## src/rtl/ped_request_arbiter.sv

```systemverilog
// ped_request_arbiter: debounced pedestrian request latch with round-robin grant and timeout
module ped_request_arbiter #(
    parameter int DEBOUNCE_CYC = 1_000_000,
    parameter int TIMEOUT_CYC  = 500_000_000
) (
    input  logic       clk,
    input  logic       reset,
    input  logic       b_nped_main,
    input  logic       b_nped_sec,
    input  logic       phase_end,
    input  logic       ped_done,
    output logic       grant_valid,
    output logic [1:0] grant_id,
    output logic [1:0] pending,
    output logic       grant_err
);
    localparam int DW = $clog2(DEBOUNCE_CYC + 1);
    localparam int TW = $clog2(TIMEOUT_CYC + 1);
    localparam logic [DW-1:0] DMAX = DW'(DEBOUNCE_CYC);
    localparam logic [TW-1:0] TMAX = TW'(TIMEOUT_CYC - 1);

    typedef enum logic {IDLE, GRANT} state_t;

    state_t              state_q, state_d;
    logic [1:0]          sync1_q, sync2_q, pressed;
    logic [1:0]          deb_q, deb_d, deb_prev_q;
    logic [1:0][DW-1:0]  dcnt_q, dcnt_d;
    logic [TW-1:0]       tcnt_q, tcnt_d;
    logic [1:0]          pending_q, pending_d, grant_id_q, grant_id_d, last_q, last_d, rise, sel;
    logic                grant_valid_q, grant_valid_d, grant_err_q, grant_err_d;

    assign pressed = ~sync2_q;

    // Per-button debounce: a level change is accepted only after it has held for DEBOUNCE_CYC+1 samples
    always_comb begin
        for (int b = 0; b < 2; b++) begin
            dcnt_d[b] = (pressed[b] != deb_q[b] && dcnt_q[b] != DMAX) ? dcnt_q[b] + 1'b1 : '0;
            deb_d[b]  = (pressed[b] != deb_q[b] && dcnt_q[b] == DMAX) ? pressed[b] : deb_q[b];
        end
    end

    // Request latch and grant FSM; presses of the crosswalk being served are dropped
    always_comb begin
        rise          = deb_q & ~deb_prev_q;
        sel           = (pending_q == 2'b11) ? ~last_q : pending_q;
        state_d       = state_q;
        grant_valid_d = grant_valid_q;
        grant_id_d    = grant_id_q;
        last_d        = last_q;
        tcnt_d        = tcnt_q;
        grant_err_d   = grant_err_q;
        pending_d     = pending_q | (rise & ~grant_id_q);
        if (state_q == IDLE) begin
            if (phase_end && pending_q != 2'b00) begin
                state_d       = GRANT;
                grant_valid_d = 1'b1;
                grant_id_d    = sel;
                last_d        = sel;
                tcnt_d        = '0;
                pending_d     = pending_d & ~sel;
            end
        end else if (ped_done || tcnt_q == TMAX) begin
            state_d       = IDLE;
            grant_valid_d = 1'b0;
            grant_id_d    = 2'b00;
            grant_err_d   = grant_err_q | ~ped_done;
        end else begin
            tcnt_d = tcnt_q + 1'b1;
        end
    end

    // All state and registered outputs
    always_ff @(posedge clk) begin
        if (reset) begin
            state_q       <= IDLE;
            sync1_q       <= 2'b11;
            sync2_q       <= 2'b11;
            deb_q         <= 2'b00;
            deb_prev_q    <= 2'b00;
            dcnt_q        <= '0;
            tcnt_q        <= '0;
            pending_q     <= 2'b00;
            grant_id_q    <= 2'b00;
            last_q        <= 2'b10;
            grant_valid_q <= 1'b0;
            grant_err_q   <= 1'b0;
        end else begin
            state_q       <= state_d;
            sync1_q       <= {b_nped_sec, b_nped_main};
            sync2_q       <= sync1_q;
            deb_q         <= deb_d;
            deb_prev_q    <= deb_q;
            dcnt_q        <= dcnt_d;
            tcnt_q        <= tcnt_d;
            pending_q     <= pending_d;
            grant_id_q    <= grant_id_d;
            last_q        <= last_d;
            grant_valid_q <= grant_valid_d;
            grant_err_q   <= grant_err_d;
        end
    end

    assign grant_valid = grant_valid_q;
    assign grant_id    = grant_id_q;
    assign pending     = pending_q;
    assign grant_err   = grant_err_q;
endmodule

```

## config.mk

```make
export PLATFORM = sky130hd
export DESIGN_NAME = ped_request_arbiter
export DESIGN_NICKNAME = d
export VERILOG_FILES = /design/src/rtl/ped_request_arbiter.sv
export SDC_FILE = /design/constraint.sdc
export NUM_CORES = 1
export LEC_CHECK = 0
export ABC_CLOCK_PERIOD_IN_PS = 4200
export CAP_MARGIN = 15
export CORE_MARGIN = 4
export CORE_UTILIZATION = 45
export CTS_BUF_LIST = sky130_fd_sc_hd__clkbuf_4 sky130_fd_sc_hd__clkbuf_8
export DETAILED_ROUTE_END_ITERATION = 16
export SLEW_MARGIN = 10
export SYNTH_ARGS = -nofsm -noshare
export SYNTH_HDL_FRONTEND = slang
export SYNTH_SLANG_ARGS = --single-unit
```

## constraint.sdc

```tcl
create_clock -name clk -period 4.2 [get_ports clk]
set_input_delay 0.84 -clock clk [delete_from_list [all_inputs] [get_ports clk]]
set_output_delay 0.84 -clock clk [all_outputs]
set_load 0.05 [all_outputs]
```

# After elaboration in Yosys (flattened, before gate mapping)
# Cells that the tools add are included.
[totals] register_bits=86 in_bits=6 out_inout_bits=6 word_cells=70
[op_classes] addsub=3 eq_ne=10 mux=15 n_bitwise=14 n_reduce_logical=14
[ops] operator="two-way mux 29 bit" count=3
[ops] operator="adder 20 x 1 -> 20 bit, second input constant" count=2
[ops] operator="== test 20 bit, second input constant" count=2
[ops] operator="inequality test 20 bit, second input constant" count=2
[ops] operator="adder 29 x 1 -> 29 bit, second input constant" count=1
[ops] operator="== test 29 bit, second input constant" count=1
[ops] operator="two-way mux 2 bit" count=6
[ops] operator="NOT 2 bit" count=5
[ops] operator="AND reduction 2 bit" count=4
[ops] operator="bitwise AND 2 bit" count=3
[ops] operator="two-way mux 1 bit" count=6
[ops] operator="logical AND 1 bit" count=5
[ops] operator="NOT 1 bit" count=4
[ops] operator="nonzero test 2 bit" count=2
[ops] operator="OR reduction 2 bit" count=2
[ops] operator="== test 2 bit, second input constant" count=1
[ops] operator="inequality test 1 bit" count=2
[ops] operator="inequality test 2 x 1 -> 1 bit, second input constant" count=1
[ops] operator="inequality test 2 bit, second input constant" count=1
[ops] operator="OR 2 bit" count=1
[ops] operator="logical OR 1 bit" count=1
[ops] operator="OR 1 bit" count=1

# Depth between registers and ports, before layout
# Gate-level depths: netlist of run 1.
[logic_depth] word_depth=7 mapped_depth=8 depth_no_buf=7

# Least setup slack after synthesis of run 1
# No wires, ideal clock.
[synth_timing] path_type="input port to flip-flop" startpoint="input reset" endpoint="register tcnt_q[17]" setup_ns=0.074 arrival_time_ns=2.040 t_required_ns=4.126 setup_slack_ns=2.086 cell_stages=6 path_cell_list="nand2b_1 > nor2_1 > a21boi_1 > clkbuf_1 > a41oi_1 > a31oi_1"
[synth_lines] item="start: declaration" line_no="7" rtl="input logic reset,"
[synth_lines] item="end signal: assignment" line_no="94" rtl="tcnt_q <= tcnt_d;"
[synth_lines] item="end: declaration" line_no="28" rtl="logic [TW-1:0] tcnt_q, tcnt_d;"

# Worst setup path after layout of run 1
[layout_timing] startpoint="register tcnt_q[0]" endpoint="register tcnt_q[10]"
[layout_between] elab_chain_len=4 elab_cells_between_ends=7 cone_classes="add/sub (1); eq/ne (2); mux (2); reduce/logical (2)"
[layout_rtl] item="branches (longest 4 deep; another with adder 29 x 1 -> 29 bit)"
# Several ways; the timed one is not identified. The select of a mux whose other input is x is not followed.
# A chain may end at the register's enable or synchronous reset.

==> results of run 1 <==
==> power breakdown <==
| group | internal [µW] | switching [µW] | total, µW |
|---|---|---|---|
| sequential | 817 | 1.40 | 818 |
| clock | 221 | 318 | 540 |
| combinational | 8.75 | 16.4 | 25.1 |
==> critical path, cell delays in order, from the launching register on <==
cell and delay [ps]:
dfxtp_1 430, ha_1 310, nand4_4 170, nor4_2 420, a21boi_1 190, nor2_1 770
a22o_1 260
==> final timing paths <==
path                                             start                      end  slack [ps]
worst max-delay path            tcnt_q[0]$_SDFFE_PP0P_  tcnt_q[10]$_SDFFE_PP0P_        1590
worst min-delay path             sync1_q[1]$_SDFF_PP1_    sync2_q[1]$_SDFF_PP1_         420
worst max register to register  tcnt_q[0]$_SDFFE_PP0P_  tcnt_q[10]$_SDFFE_PP0P_        1590
worst min register to register   sync1_q[1]$_SDFF_PP1_    sync2_q[1]$_SDFF_PP1_         420
==> cells in the mapped netlist (3+ instances only) <==
cell | number | area share
nor3b_1 | 3 | 0.0055
a211o_1 | 8 | 0.017
nor4_1 | 5 | 0.0077
or2_2 | 5 | 0.0077
and4_1 | 4 | 0.0086
o21ai_0 | 6 | 0.0074
a41oi_1 | 4 | 0.0086
a22o_1 | 4 | 0.0086
nor2b_1 | 6 | 0.0092
nor3_1 | 16 | 0.020
a21o_1 | 4 | 0.0074
nand4_1 | 24 | 0.037
nand3b_1 | 4 | 0.0074
nor2_1 | 64 | 0.059
nand3_1 | 44 | 0.054
nand2_1 | 28 | 0.026
a21oi_1 | 7 | 0.0086
nor4b_1 | 8 | 0.017
dfxtp_1 | 86 | 0.42
ha_1 | 5 | 0.015
buf_2 | 3 | 0.0037
inv_1 | 12 | 0.011
and3_1 | 15 | 0.023
a31oi_1 | 11 | 0.017
xor2_1 | 21 | 0.045
xnor2_1 | 18 | 0.039
clkbuf_1 | 12 | 0.011
or3_1 | 5 | 0.0077
==> per-stage QoR <==
stage          setup WS (ps)  hold slack (ps)   util  area [µm²]  std cells
2_1_floorplan           2090              389      -        4070        469
3_3_place_gp            1330              400  0.486        4260        574
3_5_place_dp            1200              399  0.486        4260        574
4_1_cts                 1530              421  0.506        4440        590
5_1_grt                 1280              448  0.506        4440        590
6_report                1590              418  0.506        4440        590
==> flip-flops by register name (all words and copies together) (netlist names) <==
| signal | count |
|---|---|
| tcnt_q | 29 |
| grant_id | 2 |
| pending | 2 |
| sync1_q | 2 |
| sync2_q | 2 |
| grant_valid | 1 |
| deb_prev_q | 2 |
| deb_q | 2 |
| state_q | 1 |
| last_q | 2 |
| grant_err | 1 |
| dcnt_q | 40 |
==> layer usage <==
layer	track usage	share of wire
met1	0.257	0.52
met2	0.256	0.44
met3	0.0298	0.033
met4	0.0598	0.0082
met5	0	0
==> cell type report <==
type / count / area [µm²] / area share
Clock buffer: 9 / 124 / 0.0279
Clock inverter: 7 / 55.1 / 0.0124
Inverter: 13 / 48.8 / 0.0110
Multi-Input combinational cell: 353 / 2220 / 0.500
Sequential cell: 86 / 1720 / 0.388
Tap cell: 108 / 135 / 0.0305
Timing Repair Buffer: 14 / 133 / 0.0299
==> cell families after synthesis <==
group,Yosys count,share of synthesized area
AOI/OAI and AO/OA,65,0.119
xor gates and xnor gates,39,0.0839
adders and majority gates,5,0.0154
buffers and inverters,30,0.0323
DFF,86,0.423
muxes,3,0.00768
and+or+nand+nor,241,0.319
==> results.toml, run 1 <==
[power]
p_per_area_nw_per_um2 = 312
fin_total_pwr_uw = 1380
p_leak_uw = 0.00150
max-vdd-ir-drop_v = 0.000188

[sta]
period_minus_slack_ps = 2610
finalCritPeriodShare = 0.622
slew_headroom = 0.353
final_max_slew_viol_count = 0
hold_viol = 0
skew_ps = 14.0
rsz0062_at_grt = "false"
worstMarginPinSlew_ps = 967
fmax_mhz = 383
setup_tns_ps = 0
setup_viol = 0

[critical_path]
cp.required_ps = 4500
crit_arrival_ps = 2910
crit_type = "register to register"
reg2regPathDepth = 6
crit_fanout = 12
endpoint_kind = "register"
cp-start-kind = "register"

[logic_synthesis]
synth_cell_type_count = 56
avgSynthCellArea_um2 = 8.68
ys.warnings.count = 0
synth-seq-area-share = 0.423
async_reset_ff_frac = 0
netlist_area_um2 = 4070
syn-instance-count = 469
synth-seq-cells = 86
syn_nets = 480
ys.flop_type = "dfxtp_1"
synth_edf_count = 0

[placed_design]
place_hpwl_um = 6010
routabilityCongestion = 0.844
port_buffers = 11

[finish]
fillers = 835
drive_above_1_share = 0.0664
mostFrequentLayoutCells = "dfxtp_1 (86), nor2_1 (64), nand3_1 (44), nand2_1 (28), nand4_1 (24)"
final_common_cell = "dfxtp_1"
area_delta_synth_final_pct = 8.94
fin_nets = 488
diodes = 0

[clocking]
clock_sinks = 86
cts_root_buffer = "clkbuf_8"
clk_latency_ps = 350
clk_pin_slew_ps = 100
htree_levels = 3
cts_made_buffers = 9
post_cts_resized = 0
clockBufferDepth = 2
cts_tree = "built"
cts_hold_buf = 0
cts_setup_buffers = 0

[global_route]
grt_pass1_vias = 3050
grt.overflow.total = 0
grt_pass1_wl_um = 14800
grt_max_degree = 21
grt_use_total = 0.174
antenna_found_initial = 0

[drt]
drc = 0
vias = 3373
ant_nets = 0
drt_iter0_markers = 191
wl_per_cell_um = 14.6
viasPerCell = 5.72
routed_wirelength_um = 8620
first_pass_iters = 5

[job]
max_cap_viol_count = 0

[floorplan]
die_w_um = 103
std_cell_rows = 34
die-area_um2 = 10600
io_pins = 12
coreArea_um2 = 8760
die_h_um = 103
initial_utilization = 0.465

[status]
status = "complete, no violations"

[hold_path]
hold_path.class = "register to register"
min_path_cells = 1
Note: power is estimated with default switching activity, not from simulation.
==> run 2, diff against run 1 <==
--- a/config.mk
+++ b/config.mk
@@ -5,7 +5,7 @@
 export SDC_FILE = /design/constraint.sdc
 export NUM_CORES = 1
 export LEC_CHECK = 0
-export ABC_CLOCK_PERIOD_IN_PS = 4200
+export ABC_CLOCK_PERIOD_IN_PS = 2300
 export CAP_MARGIN = 15
 export CORE_MARGIN = 4
 export CORE_UTILIZATION = 45
==> constraint.sdc (replaced) <==
create_clock -name clk -period 2.3 [get_ports clk]
set_input_delay 0.46 -clock clk [delete_from_list [all_inputs] [get_ports clk]]
set_output_delay 0.46 -clock clk [all_outputs]
set_load 0.05 [all_outputs]
==> results.toml, run 2 (synthesis gave the netlist of run 1 again) <==
[status]
status = "complete, no violations"

[hold_path]
hold_path.class = "register to register"
hold_end = "sync2_q[0]$_SDFF_PP1_"
min_path_cells = 1
hold_start = "sync1_q[0]$_SDFF_PP1_"

[global_route]
grt.overflow.total = 0
grt_pass1_wl_um = 15000
grt_use_total = 0.179
antenna_found_initial = 0
grt_pass1_vias = 3185
grt_max_degree = 21

[power]
p_leak_uw = 0.00169
p_per_area_nw_per_um2 = 560
fin_total_pwr_uw = 2650
max-vdd-ir-drop_v = 0.000253

[placed_design]
place_hpwl_um = 6390
routabilityCongestion = 0.898
port_buffers = 11
dp.cells = 604
dpl_worst_slack_ps = 59.9

[finish]
largest_register = "dcnt_q"
final_cells = 625
area_delta_synth_final_pct = 16.2
mostFrequentLayoutCells = "dfxtp_1 (86), nor2_1 (64), nand3_1 (44), buf_4 (38), nand2_1 (27)"
final_common_cell = "dfxtp_1"
largest_reg_flops = 40
largestRegisters = "dcnt_q: 40 flops, tcnt_q: 29 flops"
fin_nets = 523
fillers = 840
drive_above_1_share = 0.135
diodes = 0

[critical_path]
crit_fanout = 8
crit_arrival_ps = 2460
crit_slowest_cell = "or4_4"
path_buf_inv = 1
timing.rr.start = "tcnt_q[1]$_SDFFE_PP0P_"
max_stage_delay_ps = 610
crit_chain = "ha_2, nand4_4, or4_4, o21ai_4, buf_4, o41ai_1, a41o_1"
crit_type = "register to register"
rr_endpoint = "tcnt_q[7]$_SDFFE_PP0P_"
r2r_slack_ps = 110
cp.required_ps = 2570
cpLargestDelayFamily = "simple AND/OR/NAND/NOR gates"
endpoint_kind = "register"
cp-start-kind = "register"
reg2regPathDepth = 7

[sta]
fmax_mhz = 457
final_max_slew_viol_count = 0
skew_ps = 8.42
hold_viol = 0
period_minus_slack_ps = 2190
worstMarginPinSlew_ps = 668
fin_ws_ps = 111
setup_viol = 0
slew_headroom = 0.551
fin_hold_ws_ps = 413
finalCritPeriodShare = 0.952

[floorplan]
die_h_um = 103
die_w_um = 103
initial_utilization = 0.465
die-area_um2 = 10600
std_cell_rows = 34
io_pins = 12
coreArea_um2 = 8760

[clocking]
clk_pin_slew_ps = 90
clk_latency_ps = 370
cts_root_buffer = "clkbuf_8"
cts_tree = "built"
clock_sinks = 86
cts_made_buffers = 9
clockBufferDepth = 2
htree_levels = 3

[drt]
first_pass_iters = 4
vias = 3522
drt_iter0_markers = 175
viasPerCell = 5.64
ant_nets = 0
drc = 0
wl_per_cell_um = 14.4
routed_wirelength_um = 8980

[job]
max_cap_viol_count = 0
## run 2: cell types whose count changed in the layout (fill, tap and decap cells not counted), sizes merged
cell | previous run | this run
clkinvlp | 2 | 1
buf | 3 | 38
inv | 15 | 14
bufinv | 0 | 1
clkbuf | 9 | 10
## run 2: worst max-delay path by stage
stage	from	endpoint	slack, ps	cells after the start
detailed placement	tcnt_q[1]$_SDFFE_PP0P_	tcnt_q[27]$_SDFFE_PP0P_	60	6
global placement	tcnt_q[1]$_SDFFE_PP0P_	tcnt_q[27]$_SDFFE_PP0P_	120	6
finish	tcnt_q[1]$_SDFFE_PP0P_	tcnt_q[7]$_SDFFE_PP0P_	110	7
CTS	tcnt_q[1]$_SDFFE_PP0P_	tcnt_q[27]$_SDFFE_PP0P_	30	6
global route	tcnt_q[1]$_SDFFE_PP0P_	tcnt_q[7]$_SDFFE_PP0P_	-2	7
floorplan	tcnt_q[0]$_SDFFE_PP0P_	tcnt_q[21]$_SDFFE_PP0P_	210	7
## run 2: metrics by stage
step	TNS [ps]	area, µm²	utilization
after CTS	0	4680	0.534
after floorplan	0	4070	-
after global placement	0	4480	0.512
after detailed placement	0	4480	0.512
after global routing	-2.42	4730	0.540
final	0	4730	0.540
## run 2: power breakdown
part | internal (µW) | leakage [µW] | switching [µW]
Combinational | 23.4 | 0.000892 | 32.1
Clock | 522 | 0.000101 | 579
Sequential | 1490 | 0.000693 | 2.53
Total | 2040 | 0.00169 | 614
## run 2: area by class of cell
type                            instances  area (µm²)  share of cell area
Clock inverter                          6        68.8              0.0145
Tap cell                              108         135              0.0286
Timing Repair Buffer                   49         395              0.0836
Clock buffer                           10         131              0.0278
Sequential cell                        86        1720               0.364
Inverter                               13        48.8              0.0103
Multi-Input combinational cell        353        2230               0.471
## run 2: metal layers
metal | share of wire | GRT usage | wire [µm] | up-vias
li1 | - | - | - | 1790
met5 | 0 | 0 | 0 | -
met3 | 0.047 | 0.0426 | 425 | 13
met1 | 0.48 | 0.243 | 4310 | 1660
met4 | 0.017 | 0.0717 | 156 | 0
met2 | 0.46 | 0.272 | 4100 | 59
## run 2: timing repair
action                     CTS  global route
setup endpoints to repair    0            13
setup buffers                0             5
resized for setup            0             3
hold buffers                 0             0
==> run 3, diff against run 2 <==
--- a/config.mk
+++ b/config.mk
@@ -7,8 +7,8 @@
 export LEC_CHECK = 0
 export ABC_CLOCK_PERIOD_IN_PS = 2300
 export CAP_MARGIN = 15
-export CORE_MARGIN = 4
-export CORE_UTILIZATION = 45
+export CORE_MARGIN = 10
+export CORE_UTILIZATION = 32
 export CTS_BUF_LIST = sky130_fd_sc_hd__clkbuf_4 sky130_fd_sc_hd__clkbuf_8
 export DETAILED_ROUTE_END_ITERATION = 16
 export SLEW_MARGIN = 10
==> results.toml, run 3 (synthesis gave the netlist of run 1 again) <==
[status]
status = "complete, no violations"

[sta]
rsz0062_at_grt = "false"
worstMarginPinSlew_ps = 662
setup_tns_ps = 0
skew_ps = 7.72
final_max_slew_viol_count = 0
slew_headroom = 0.555
fmax_mhz = 463
hold_viol = 0
period_minus_slack_ps = 2160
finalCritPeriodShare = 0.939
setup_viol = 0

[critical_path]
crit_type = "register to register"
rr_endpoint = "tcnt_q[15]$_SDFFE_PP0P_"
crit_fanout = 7
crit_arrival_ps = 2410
cp-start-kind = "register"
r2r_slack_ps = 140
endpoint_kind = "register"
cp.required_ps = 2550
timing.rr.start = "tcnt_q[3]$_SDFFE_PP0P_"
reg2regPathDepth = 5

[hold_path]
hold_path.class = "register to register"
min_path_cells = 1
hold_end = "sync2_q[1]$_SDFF_PP1_"
hold_start = "sync1_q[1]$_SDFF_PP1_"

[power]
pwr-share-comb = 0.021
share_clk_of_total_power = 0.407
pwr-share-seq = 0.572
p_per_area_nw_per_um2 = 550
swShare = 0.218
max-vdd-ir-drop_v = 0.000222
p_leak_uw = 0.00166
netSwitchingPower_uw = 570
power.internal_uw = 2040

[floorplan]
std_cell_rows = 41
coreArea_um2 = 12500
io_pins = 12
die_h_um = 133
die-area_um2 = 17600
initial_utilization = 0.325
die_w_um = 133

[clocking]
htree_levels = 3
clock_sinks = 86
clockBufferDepth = 2
cts_made_buffers = 9
clk_latency_ps = 360
clk_pin_slew_ps = 90
cts_hold_buf = 0
cts_tree = "built"
cts_root_buffer = "clkbuf_8"

[drt]
routed_wirelength_um = 8940
vias = 3523
viasPerCell = 5.20
drt_iter0_markers = 193
first_pass_iters = 4
drc = 0
wl_per_cell_um = 13.2
ant_nets = 0

[finish]
diodes = 0
mostFrequentLayoutCells = "dfxtp_1 (86), nor2_1 (64), nand3_1 (44), nand2_1 (28), buf_4 (25)"
area_delta_synth_final_pct = 16.7
largest_register = "dcnt_q"
largest_reg_flops = 40
final_util = 0.380
drive_above_1_share = 0.111
largestRegisters = "dcnt_q: 40 flops, tcnt_q: 29 flops"
multi_input_area_um2 = 2230
fillers = 1290
final-seq-area_um2 = 1720
fin_nets = 512
final_common_cell = "dfxtp_1"

[global_route]
grt_max_degree = 29
grt.overflow.total = 0
antenna_found_initial = 0
grt_use_total = 0.103
grt_pass1_vias = 3334
grt_pass1_wl_um = 15600

[job]
max_cap_viol_count = 0

[placed_design]
routabilityCongestion = 0.854
port_buffers = 11
place_hpwl_um = 6460
==> run 3: final cells by class <==
type	instances	area share
Clock inverter	5	0.0126
Tap cell	172	0.0453
Multi-Input combinational cell	353	0.469
Inverter	13	0.0103
Sequential cell	86	0.362
Clock buffer	11	0.0292
Timing Repair Buffer	38	0.0711
==> run 3: what timing repair did <==
action / 4_1_cts / 5_1_grt
hold endpoints to repair: 0 / 0
setup endpoints to repair: 0 / 6
setup buffers: 0 / 2
resized for setup: 0 / 1
==> run 3: power groups by stage <==
stage	registers, µW	logic [µW]	clock network (µW)
global route	1500	59.3	1170
global placement	1530	53.9	0
floorplan	1530	27.4	0
CTS	1490	54.7	1100
finish	1490	54.2	1060
detailed placement	1530	54.5	0
==> run 3: critical path: stages, from the launching register on <==
cell and delay [ps]:
dfxtp_1 510, and4_1 300, nand3_1 160, or4_1 600
and3_1 220, a211o_1 260
==> run 3: how the worst max path moves through the flow <==
stage                           start  cells after the start  slack (ps)                       to
3_3_place_gp   tcnt_q[1]$_SDFFE_PP0P_                      6         140   tcnt_q[9]$_SDFFE_PP0P_
3_5_place_dp   tcnt_q[1]$_SDFFE_PP0P_                      6         100  tcnt_q[27]$_SDFFE_PP0P_
2_1_floorplan  tcnt_q[0]$_SDFFE_PP0P_                      7         210  tcnt_q[21]$_SDFFE_PP0P_
4_1_cts        tcnt_q[1]$_SDFFE_PP0P_                      6          80   tcnt_q[9]$_SDFFE_PP0P_
5_1_grt        tcnt_q[4]$_SDFFE_PP0P_                      5          40  tcnt_q[21]$_SDFFE_PP0P_
6_report       tcnt_q[3]$_SDFFE_PP0P_                      5         140  tcnt_q[15]$_SDFFE_PP0P_
==> run 3: through the flow <==
stage	total power [µW]	setup slack, ps	hold slack (ps)	instances	instance area (µm²)
2_1_floorplan	1560	215	389	469	4070
3_3_place_gp	1580	141	393	660	4520
3_5_place_dp	1580	102	394	660	4520
4_1_cts	2650	77.7	416	676	4710
5_1_grt	2720	36.3	438	678	4750
6_report	2610	141	415	678	4750
==> run 3: routing by layer <==
layer,GRT usage,vias up,wire length [µm]
met5,0,-,0
met4,0.0440,0,206
met3,0.0231,13,309
met2,0.168,55,4180
met1,0.127,1689,4250
li1,-,1766,-
